### src/rtl/eth_miim_pkg.sv
// Shared types and constants for the MII management frame sequencer.
// Op and state enumerations plus frame-geometry constants.
package eth_miim_pkg;

  typedef enum logic [1:0] {
    OP_NONE,
    OP_WRITE,
    OP_READ,
    OP_SCAN
  } opT;

  typedef enum logic [1:0] {
    IDLE,
    START,
    RUN,
    DONE
  } stateT;

  localparam int unsigned PREAMBLE_BITS = 32;
  // With the preamble suppressed the frame jumps from bit 0 straight past it.
  localparam int unsigned NOPRE_SKIP    = PREAMBLE_BITS + 1;
  localparam int unsigned FRAME_LAST    = 63;

endpackage

### src/rtl/eth_miim_clkgen.sv
// Management clock generator.
// Divides Clk down to Mdc and produces one-Clk strobes announcing each
// Mdc edge.
//   Clk      in  host clock
//   Reset    in  asynchronous active-high reset
//   Divider  in  [7:0] divide ratio (values below 2 act as 2, odd rounds down)
//   Mdc      out management clock
//   MdcEn    out high the Clk before Mdc rises
//   MdcEn_n  out high the Clk before Mdc falls
module eth_miim_clkgen
  import eth_miim_pkg::*;
(
  input  logic       Clk,
  input  logic       Reset,
  input  logic [7:0] Divider,
  output logic       Mdc,
  output logic       MdcEn,
  output logic       MdcEn_n
);

  logic [7:0] count;
  logic [7:0] countNext;
  logic [7:0] loadVal;
  logic       mdcNext;

  // The strobes are registered from next-state values, so a strobe is high
  // exactly while count==0 and marks the Clk whose closing edge toggles Mdc.
  // Right after reset count is 0 with no strobe: that edge only reloads.
  always_comb begin
    loadVal   = (Divider < 8'd2) ? 8'd0 : (Divider >> 1) - 8'd1;
    countNext = (count == '0) ? loadVal : count - 8'd1;
    mdcNext   = (MdcEn || MdcEn_n) ? ~Mdc : Mdc;
  end

  always_ff @(posedge Clk or posedge Reset) begin
    if (Reset) begin
      count   <= '0;
      Mdc     <= 1'b0;
      MdcEn   <= 1'b0;
      MdcEn_n <= 1'b0;
    end else begin
      count   <= countNext;
      Mdc     <= mdcNext;
      MdcEn   <= (countNext == '0) && !mdcNext;
      MdcEn_n <= (countNext == '0) && mdcNext;
    end
  end

endmodule

### src/rtl/eth_miim_sequencer.sv
// MII management frame sequencer.
// Captures write/read requests (and continuous scan when built with
// ETH_MIIM_SCAN_EN), arbitrates write > read > scan and steps BitCounter
// through a frame on each Mdc falling strobe.
//   Clk, Reset         host clock, asynchronous active-high reset
//   Divider, NoPre     Mdc divide ratio, skip preamble
//   WCtrlData, RStat   one-Clk write / read request pulses
//   ScanStat           continuous-read level (ignored without ETH_MIIM_SCAN_EN)
//   Mdc, MdcEn, MdcEn_n management clock and edge strobes
//   InProgress, WriteOp, BitCounter  active-frame status
//   Busy               request pending or frame active
//   UpdateReadData     one-Clk pulse at the end of a read/scan frame
//   Nvalid             scan data not yet valid (0 without ETH_MIIM_SCAN_EN)
module eth_miim_sequencer
  import eth_miim_pkg::*;
#(
  parameter int          Tp         = 1,
  parameter int unsigned FRAME_LAST = eth_miim_pkg::FRAME_LAST
) (
  input  logic       Clk,
  input  logic       Reset,
  input  logic [7:0] Divider,
  input  logic       NoPre,
  input  logic       WCtrlData,
  input  logic       RStat,
  input  logic       ScanStat,
  output logic       Mdc,
  output logic       MdcEn,
  output logic       MdcEn_n,
  output logic       InProgress,
  output logic       WriteOp,
  output logic [6:0] BitCounter,
  output logic       Busy,
  output logic       UpdateReadData,
  output logic       Nvalid
);

  localparam logic [6:0] LAST_BIT = 7'(FRAME_LAST);
  localparam logic [6:0] SKIP_BIT = 7'(NOPRE_SKIP);
  localparam int         unusedTp = Tp;

  stateT state;
  opT    op;
  logic  writePend;
  logic  readPend;
  logic  scanReq;
  logic  frameEnd;

  eth_miim_clkgen uClkgen (
    .Clk     (Clk),
    .Reset   (Reset),
    .Divider (Divider),
    .Mdc     (Mdc),
    .MdcEn   (MdcEn),
    .MdcEn_n (MdcEn_n)
  );

  assign frameEnd = (state == RUN) && MdcEn_n && (BitCounter == LAST_BIT);
  assign Busy     = writePend || readPend || (state != IDLE);

`ifdef ETH_MIIM_SCAN_EN
  logic scanSeen;
  logic nvalidQ;
  logic scanAccept;

  assign scanReq    = ScanStat;
  assign scanAccept = (state == IDLE) && MdcEn_n && !writePend && !readPend && ScanStat;
  assign Nvalid     = nvalidQ;

  // scanSeen marks that the current ScanStat high period already started a
  // scan, so only the first scan after ScanStat rises raises Nvalid.
  always_ff @(posedge Clk or posedge Reset) begin
    if (Reset) begin
      scanSeen <= 1'b0;
      nvalidQ  <= 1'b0;
    end else if (!ScanStat) begin
      scanSeen <= 1'b0;
      nvalidQ  <= 1'b0;
    end else if (scanAccept && !scanSeen) begin
      scanSeen <= 1'b1;
      nvalidQ  <= 1'b1;
    end else if (frameEnd && (op == OP_SCAN)) begin
      nvalidQ  <= 1'b0;
    end
  end
`else
  logic unusedScanStat;
  assign unusedScanStat = ScanStat;
  assign scanReq        = 1'b0;
  assign Nvalid         = 1'b0;
`endif

  always_ff @(posedge Clk or posedge Reset) begin
    if (Reset) begin
      state          <= IDLE;
      op             <= OP_NONE;
      writePend      <= 1'b0;
      readPend       <= 1'b0;
      InProgress     <= 1'b0;
      WriteOp        <= 1'b0;
      BitCounter     <= '0;
      UpdateReadData <= 1'b0;
    end else begin
      UpdateReadData <= 1'b0;
      // A pulse while its flag is already set changes nothing (dropped).
      if (WCtrlData) writePend <= 1'b1;
      if (RStat)     readPend  <= 1'b1;

      case (state)
        IDLE: begin
          if (MdcEn_n && (writePend || readPend || scanReq)) begin
            state      <= START;
            InProgress <= 1'b1;
            BitCounter <= '0;
            if (writePend) begin
              op        <= OP_WRITE;
              WriteOp   <= 1'b1;
              writePend <= 1'b0;
            end else if (readPend) begin
              op        <= OP_READ;
              readPend  <= 1'b0;
            end else begin
              op        <= OP_SCAN;
            end
          end
        end
        START: begin
          // Leaving START is the first counted step, hence the NoPre skip here.
          if (MdcEn_n) begin
            state      <= RUN;
            BitCounter <= NoPre ? SKIP_BIT : 7'd1;
          end
        end
        RUN: begin
          if (frameEnd) begin
            state          <= DONE;
            InProgress     <= 1'b0;
            WriteOp        <= 1'b0;
            BitCounter     <= '0;
            UpdateReadData <= (op == OP_READ) || (op == OP_SCAN);
          end else if (MdcEn_n) begin
            BitCounter <= BitCounter + 7'd1;
          end
        end
        DONE: begin
          state <= IDLE;
          op    <= OP_NONE;
        end
        default: state <= IDLE;
      endcase
    end
  end

endmodule

### config.mk
export PLATFORM = sky130hd
export DESIGN_NAME = eth_miim_sequencer
export DESIGN_NICKNAME = d
export VERILOG_FILES = /design/src/rtl/eth_miim_pkg.sv /design/src/rtl/eth_miim_clkgen.sv /design/src/rtl/eth_miim_sequencer.sv
export SDC_FILE = /design/constraint.sdc
export NUM_CORES = 1
export LEC_CHECK = 0
export CELL_PAD_IN_SITES_DETAIL_PLACEMENT = 0
export CELL_PAD_IN_SITES_GLOBAL_PLACEMENT = 1
export CORE_MARGIN = 2
export CORE_UTILIZATION = 42
export DETAILED_ROUTE_END_ITERATION = 8
export PLACE_DENSITY_LB_ADDON = 0.1
export SYNTH_ARGS = -nofsm -noshare
export SYNTH_HDL_FRONTEND = slang
export SYNTH_SLANG_ARGS = --single-unit
### constraint.sdc
create_clock -name Clk -period 5.35 [get_ports Clk]
set_clock_uncertainty 0.2 [all_clocks]
set_input_delay 0.8025 -clock Clk [delete_from_list [all_inputs] [get_ports Clk]]
set_output_delay 0.8025 -clock Clk [all_outputs]
set_load 0.02 [all_outputs]
# Word-level counts from Yosys, hierarchy flattened
# Index checks and enable logic that the tools add are counted.
[totals]
wordCells = 84
ff_bits = 27
out_inout_bits = 15
inputBits = 14
[op_classes]
n_lt_le_gt_ge = 1
bitwise_logic = 1
add_sub_neg = 3
n_mux = 34
reduce_logical = 22
eq_ne = 11
[op_table]
columns = ["cell", "count"]
rows = [
  ["$mux 7", 4],
  ["$pmux 7 s3", 1],
  ["$mux 1", 17],
  ["$logic_not 8->1", 2],
  ["$mux 8", 2],
  ["$mux 2", 5],
  ["$eq 2x2->1 const B", 4],
  ["$lt 8x2->1 const B", 1],
  ["$pmux 2 s4", 1],
  ["$reduce_and 4->1", 2],
  ["$sub 7x1->8 const B", 1],
  ["$sub 8x1->8 const B", 1],
  ["$add 7x1->7 const B", 1],
  ["$eq 7x6->1 const B", 1],
  ["$mux 6", 1],
  ["$ne 2x2->1 const B", 3],
  ["$reduce_and 3->1", 2],
  ["$reduce_bool 2->1", 3],
  ["$logic_and 1x1->1", 5],
  ["$logic_or 1x1->1", 4],
  ["$pmux 1 s2", 2],
  ["$pmux 2 s2", 1],
  ["$ne 3x2->1 const B", 1],
  ["$reduce_bool 3->1", 1],
  ["other kinds (6)", 6],
]

# Logic depth before layout (Yosys ltp)
# Gate-level depths: netlist (run 1).
[depth]
depth_word = 5
mapped_depth = 7
depth_no_buf = 7

# Cells and area by module
# Synthesis (run 1) repeated with hierarchy kept, for this count alone.
[hier_totals]
cells_unflattened = 176
hier_area_um2 = 1637.8
[modules_own_cells]
columns = ["module", "area_each_um2", "seq_area_each_um2", "cells_each", "instances"]
rows = [
  ["eth_miim_sequencer", 889.6, 375.4, 93, 1],
  ["eth_miim_clkgen", 748.2, 275.3, 83, 1],
]

# Least setup slack after synthesis (run 1)
# No wires, ideal clock.
[synth_path]
path_kind = "input to register"
from = "in Divider[2]"
to = "reg uClkgen.MdcEn"
required_ps = 5049
slack_ps = 2879
arrival_time_ps = 2170
n_path_buf = 0
setup_ps = 101
path_stages = 5
path_cell_list = "or4_1 -> o21ai_2 -> a32oi_2 -> or3_1 -> nor4_1"
[synth_via]
elab_chain_len = 5
elab_cells_between_ends = 6
classes_between = "add/sub: 1; order compare: 1; mux: 2; reduce/logical: 2"
[synth_lines]
columns = ["item", "line", "rtl"]
rows = [
  ["from (decl)", "eth_miim_sequencer.sv:22", "input logic [7:0] Divider,"],
  ["$sub 7x1->8 or $lt 8x2->1 (tied branches)", "eth_miim_clkgen.sv:30", "loadVal = (Divider < 8'd2) ? 8'd0 : (Divider >> 1) - 8'd1;"],
  ["$mux 8 (*)", "eth_miim_clkgen.sv:30", ""],
  ["$mux 8 (*)", "eth_miim_clkgen.sv:31", "countNext = (count == '0) ? loadVal : count - 8'd1;"],
  ["via uClkgen.countNext[5]", "eth_miim_clkgen.sv:22", "logic [7:0] countNext;"],
  ["$logic_not 8->1 (*)", "eth_miim_clkgen.sv:44", "MdcEn <= (countNext == '0) && !mdcNext;"],
  ["$logic_and 1x1->1 (*)", "eth_miim_clkgen.sv:44", ""],
  ["to (signal assigned)", "eth_miim_clkgen.sv:44", ""],
  ["to (decl)", "eth_miim_clkgen.sv:17", "output logic MdcEn,"],
]
# Mark *: on every way through the listed nets, which the timed path passes. The rest lies on a longest branch.
# A chain may end at the register's enable or synchronous reset.

# Final worst setup path (run 1)
[layout_path]
from = "reg state[0]"
to = "out Busy"
[layout_via]
elab_chain_len = 2
[layout_lines]
columns = ["item", "line", "rtl"]
rows = [
  ["from (decl)", "eth_miim_sequencer.sv:42", "stateT state;"],
  ["from (signal assigned)", "eth_miim_sequencer.sv:95", "state <= IDLE;"],
  ["from (signal assigned)", "eth_miim_sequencer.sv:112", "state <= START;"],
  ["from (signal assigned)", "eth_miim_sequencer.sv:130", "state <= RUN;"],
  ["$reduce_bool 2->1", "eth_miim_sequencer.sv:59", "assign Busy = writePend || readPend || (state != IDLE);"],
  ["$logic_or 1x1->1", "eth_miim_sequencer.sv:59", ""],
  ["to (decl)", "eth_miim_sequencer.sv:33", "output logic Busy,"],
]
# No other way between the ends.

==> metrics.yaml, run 1 <==
status: "completed"
cp.arrival_ps: 2060
path_class: "reg -> out"
period_share_pct: 57.2
clockBufferDepth: 2
slowest_stage: "clkdlybuf4s50_1"
cts_hold_buf: 0
port_buffers: 25
hp-start: "uClkgen.Mdc"
hp-class: "reg -> reg"
setup_violations: 0
synth-seq-cells: 26
setup.worst_path.start_class: "register"
hold_viol_final: 0
finalMaxSlewViolations: 0
wl_per_cell_um: 13.3
syn2layout_area_growth_pct: 22.6
cts.sinks: 26
drtAntennaViolNets: 0
rows: 22
syn_area_sq_um: 1590
drc: 0
worstPathRequired_ps: 4350
antenna_found_initial: 0
synth_flop_cell: "dfrtp_1"
drt_iter0_drc: 93
synthDistinctLibCells: 46
mostFrequentLayoutCell: "dfrtp_1"
via_per_inst: 5.53
worst-path-buf-inv: 2
design.die.area_sq_um: 4290
power_density_nw_per_um2: 310
start_util_pct: 43.4
placed_area_sq_um: 1880
most-common-layout-cells: "26 x dfrtp_1, 25 x clkdlybuf4s50_1, 16 x o21ai_0, 16 x inv_1, 14 x nand2_1"
die_h_um: 65.5
end_kind: "primary output"
holdPathStages: 1
ctsResizeCount: 0
r2r_setup_slack_ps: 2780
synth.yosys.warnings: 0
root_buffer: "clkbuf_8"
r2r-start: "uClkgen.count[2]"
min_to: "uClkgen.Mdc"
fin_area_sq_um: 1950
worstMarginPinSlew_ps: 991
dr.pass1.iters: 4
rsz0062_at_grt: "no"
globalRouteOverflowTotal: 0
h-tree-depth: 1
synth_cells: 174
ys_async_sr_fraction_pct: 100
floorplan.die.width_um: 65.5
grt_max_degree: 27
num-fill-cells: 335
cts_tree: "done"
p_leak_nw: 0.796
antenna_cells_inserted: 0
drive_gt1_share_pct: 6.57
dp_slack_ps: 2270
r2r_end: "uClkgen.MdcEn"
relSlewSlack_pct: 33.9
maxCapViolCount: 0
synth-edff-count: 0
reg2reg_depth: 5
finalSetupTns_ps: 0
postCtsSetupBuffers: 0
clkTransAtPathRegs_ps: 90
hpwlAfterDp_mm: 2.56
grt_pass1_wl_mm: 5.72
ios: 29
slowest_delay_ps: 540
via_count: 1360
finalNetCount: 222
gp_congestion: 0.799
vdd_drop_max_mv: 0.148
fmax_ghz: 0.327
core-area_sq_um: 3660
postLayoutSetupSlackWorst_ps: 2290
final.min_clock_period_ps: 3060
grt_pass1_vias: 1257
cts_made_buffers: 3
path_max_fanout: 10
seq_area_frac_synth_pct: 40.9
synth_area_per_cell_sq_um: 9.14
cp_top_family: "buffers and inverters"
grtUsageTotal_pct: 17.3
synth_nets: 197
clock_latency_ps: 270
worstPathCellList: "inv_1, ha_1, nor2b_1, nand2b_1, clkdlybuf4s50_1"
routed_wl_mm: 3.28
## state kept, by name (all words and copies together) (netlist names)
| signal | flops |
|---|---|
| InProgress | 1 |
| BitCounter | 7 |
| uClkgen.Mdc | 1 |
| UpdateReadData | 1 |
| uClkgen.MdcEn | 1 |
| WriteOp | 1 |
| uClkgen.count | 8 |
| state | 2 |
| uClkgen.MdcEn_n | 1 |
| op | 1 |
| writePend | 1 |
| readPend | 1 |
## cells in the mapped netlist (all sizes together), types with 4 or more instances
cell type	n	area, sq um
ha	9	113
a21oi	6	30.0
inv	16	60.1
nor2	12	61.3
nor4	6	37.5
o22ai	4	25.0
nor3	4	20.0
o21ai	17	88.8
or4	4	33.8
nand2	14	52.6
dfrtp	26	651
clkbuf	4	15.0
## worst register-to-register path, delay by kind of cell, from the launching register on
kind	cells	cell delay, ps
simple gates	3	1130
compound gates	1	300
mux	1	390
flops	1	470
## layer usage
metal  track usage (%)  vias up  part of all wire (%)
met3              2.05        2                   2.5
met1              21.2      663                    45
met2              31.3       22                    51
met5                 0        -                     0
met4              6.25        0                   1.0
li1                  -      673                     -
## final cells by class
cell class	count	area (sq um)	share of cell area, %
Clock buffer	3	41.3	2.12
Clock inverter	1	30.0	1.54
Inverter	16	60.1	3.08
Multi-Input combinational cell	127	857	44.0
Sequential cell	26	651	33.4
Tap cell	48	60.1	3.08
Timing Repair Buffer	25	250	12.8
## cells by family (layout without fill, tap and decap cells)
logic type / count (synthesis) / count (layout) / synth area share, %
DFF: 26 / 26 / 40.9
AOI/OAI and AO/OA: 49 / 49 / 20.5
buffers and inverters: 21 / 45 / 5.19
adders and majority gates: 9 / 9 / 7.08
xor gates and xnor gates: 6 / 6 / 3.31
other: 1 / 1 / 0.236
muxes: 3 / 3 / 2.05
and+or+nand+nor: 59 / 59 / 20.7
## per-stage QoR
stage | total power, mW | utilization [%] | hold slack (ps) | instances
2_1_floorplan | 0.388 | - | 288 | 174
3_3_place_gp | 0.438 | 51.3 | 306 | 242
3_5_place_dp | 0.446 | 51.3 | 316 | 242
4_1_cts | 0.609 | 53.2 | 330 | 246
5_1_grt | 0.648 | 53.2 | 366 | 246
6_report | 0.604 | 53.2 | 327 | 246
## worst max path at each step
| stage | start | to | slack, ps | cells after the start |
|---|---|---|---|---|
| final | state[0] | Busy | 2290 | 5 |
| after global routing | state[0] | Busy | 2180 | 5 |
| after CTS | state[0] | Busy | 2310 | 5 |
| after detailed placement | Divider[2] | uClkgen.MdcEn | 2270 | 6 |
| after global placement | Divider[2] | uClkgen.MdcEn | 2280 | 6 |
| after floorplan | Divider[2] | uClkgen.MdcEn | 2880 | 5 |
## report_power, final
part,total (mW),switching (mW),leakage [nW],internal [mW]
logic,0.175,0.0944,0.426,0.0801
clock network,0.162,0.0623,0.0357,0.100
registers,0.267,0.0396,0.335,0.227
Power figures use the tool's default switching activity.
==> inputs of run 2 (changes only) <==
CORE_UTILIZATION = 39   (was 42)
clock period = 3 ns   (was 5.35 ns; I/O delays follow)
==> run 2 against run 1 <==
Effect of this change: design area down 0.32%; utilization decreased by 4.3 points; non-clock buffer count up 1; highest routed layer unchanged; largest cell class unchanged; flip-flop and latch count unchanged; via count is 4.4% higher; clock power rose by 41%; clock-buffer cell count increased by 1.
==> metrics.yaml, run 2 (same netlist as run 1, synthesis figures left out) <==
status: "completed"  # unchanged
totalPowerFinal_mw: 1.02  # was 0.604 mW
setup.worst_path.start_class: "register"  # unchanged
gp_congestion: 0.812  # was 0.799
grt_pass1_vias: 1345  # was 1257
most-common-layout-cells: "26 x dfrtp_1, 25 x clkdlybuf4s50_1, 16 x o21ai_0, 16 x inv_1, 14 x nand2_1"  # unchanged
cts_tree: "done"  # unchanged
cp-startpoint: "uClkgen.count[2]"  # was state[0]
largestRegisters: "uClkgen.count (8), BitCounter (7), state (2)"  # unchanged
cp.depth: 5  # unchanged
rsz0062_at_grt: "no"  # unchanged
hp-class: "reg -> reg"  # unchanged
fmax_ghz: 0.376
clock_latency_ps: 270  # about the same
globalRouteOverflowTotal: 0  # unchanged
num-fill-cells: 375  # was 335
p_leak_nw: 0.794  # was 0.796 nW
maxCapViolCount: 0  # unchanged
r2r-start: "uClkgen.count[2]"  # unchanged
die_h_um: 67.9  # was 65.5 um
worstMarginPinSlew_ps: 547  # was 991 ps
port_buffers: 25  # unchanged
rows: 23  # was 22
worstPathCellList: "or4_4, nor4_1, mux2_2, a311o_1, nor4_1"  # was inv_1, ha_1, nor2b_1, nand2b_1, clkdlybuf4s50_1
cts_made_buffers: 3  # unchanged
floorplan.die.width_um: 67.9  # was 65.5 um
final_util_pct: 48.9  # was 53.2%
grt_pass1_wl_mm: 6.07  # was 5.72 mm
grtUsageTotal_pct: 17.4  # was 17.3%
slowest_delay_ps: 630  # was 540 ps
cts.sinks: 26  # unchanged
path_max_fanout: 7  # was 10
r2r_setup_slack_ps: 340  # was 2780 ps
crit_end: "uClkgen.MdcEn_n"  # was Busy
finalSetupTns_ps: 0  # unchanged
start_util_pct: 40.0  # was 43.4%
hpwlAfterDp_mm: 2.72  # was 2.56 mm
antenna_found_initial: 0  # unchanged
top_register: "uClkgen.count"  # unchanged
crit_top_cell: "nor4_1"
h-tree-depth: 1  # unchanged
clockBufferDepth: 2  # unchanged
grt_max_degree: 27  # unchanged
worstPathRequired_ps: 2960  # was 4350 ps
worst-path-buf-inv: 0  # was 2
core-area_sq_um: 3970  # was 3660 sq um
power_density_nw_per_um2: 526  # was 310 nW/um^2
slowest_stage: "or4_4"  # was clkdlybuf4s50_1
antenna_cells_inserted: 0  # unchanged
cp_top_family: "simple AND/OR/NAND/NOR gates"  # was buffers and inverters
drive_gt1_share_pct: 7.04  # was 6.57%
via_count: 1420  # was 1360
dr.pass1.iters: 4  # unchanged
finalMaxSlewViolations: 0  # unchanged
clkTransAtPathRegs_ps: 90  # about the same
finalNetCount: 223  # was 222
ctsResizeCount: 0  # unchanged
drc: 0  # unchanged
ios: 29  # unchanged
design.die.area_sq_um: 4600  # was 4290 sq um
root_buffer: "clkbuf_8"  # unchanged
mostFrequentLayoutCell: "dfrtp_1"  # unchanged
period_share_pct: 88.6
syn2layout_area_growth_pct: 22.2  # was 22.6%
final.min_clock_period_ps: 2660
reg2reg_depth: 5  # unchanged
postCtsSetupBuffers: 0  # unchanged
end_kind: "register"  # was primary output
wl_per_cell_um: 14.6  # was 13.3 um
r2r_end: "uClkgen.MdcEn_n"  # was uClkgen.MdcEn
cts_hold_buf: 0  # unchanged
drtAntennaViolNets: 0  # unchanged
hold_viol_final: 0  # unchanged
relSlewSlack_pct: 63.3  # was 33.9%
setup_violations: 0  # unchanged
via_per_inst: 5.70  # was 5.53
drt_iter0_drc: 80  # was 93
cp.arrival_ps: 2620  # was 2060 ps
path_class: "reg -> reg"  # was reg -> out
routed_wl_mm: 3.64  # was 3.28 mm
vdd_drop_max_mv: 0.221  # was 0.148 mV
largest_reg_flops: 8  # unchanged
## run 2: routing by layer
layer	vias up	track usage, %	routed length [um]
met5	-	0	0
met4	0	5.75	39
met3	4	2.63	175
met2	45	28.7	1700
met1	687	23.4	1730
li1	684	-	-
## run 2: power breakdown
part | switching, mW | internal (mW) | leakage [nW]
combinational | 0.169 | 0.144 | 0.430
clock | 0.112 | 0.117 | 0.0288
sequential | 0.0752 | 0.406 | 0.335
## run 2: through the flow
stage | setup WS [ps] | hold slack (ps) | std cells | cell area [sq um]
after floorplan | 613 | 288 | 174 | 1590
after global placement | 284 | 304 | 245 | 1890
after detailed placement | 195 | 310 | 245 | 1890
after CTS | 336 | 328 | 249 | 1940
after global routing | 123 | 343 | 249 | 1940
final | 342 | 325 | 249 | 1940
## run 2: worst reg2reg max path: stages (launching register included)
cell     delay [ps]
dfrtp_1         460
or4_4           630
nor4_1          270
mux2_2          400
a311o_1         310
nor4_1          290
## run 2: final cells by class
| cell class | count | area [sq um] | area share (%) |
|---|---|---|---|
| repair buffers | 26 | 258 | 13.3 |
| inverters | 16 | 60.1 | 3.09 |
| multi-input cells | 127 | 857 | 44.1 |
| clock buffers | 4 | 55.1 | 2.83 |
| well taps | 50 | 62.6 | 3.22 |
| flip-flops and latches | 26 | 651 | 33.5 |
## run 2: how the worst min path moves through the flow
stage                      from       endpoint  depth (start not counted)
finish              uClkgen.Mdc    uClkgen.Mdc                          1
global route        uClkgen.Mdc    uClkgen.Mdc                          1
CTS                 uClkgen.Mdc    uClkgen.Mdc                          1
detailed placement  uClkgen.Mdc    uClkgen.Mdc                          1
global placement    uClkgen.Mdc    uClkgen.Mdc                          1
floorplan                 Reset  BitCounter[0]                          1
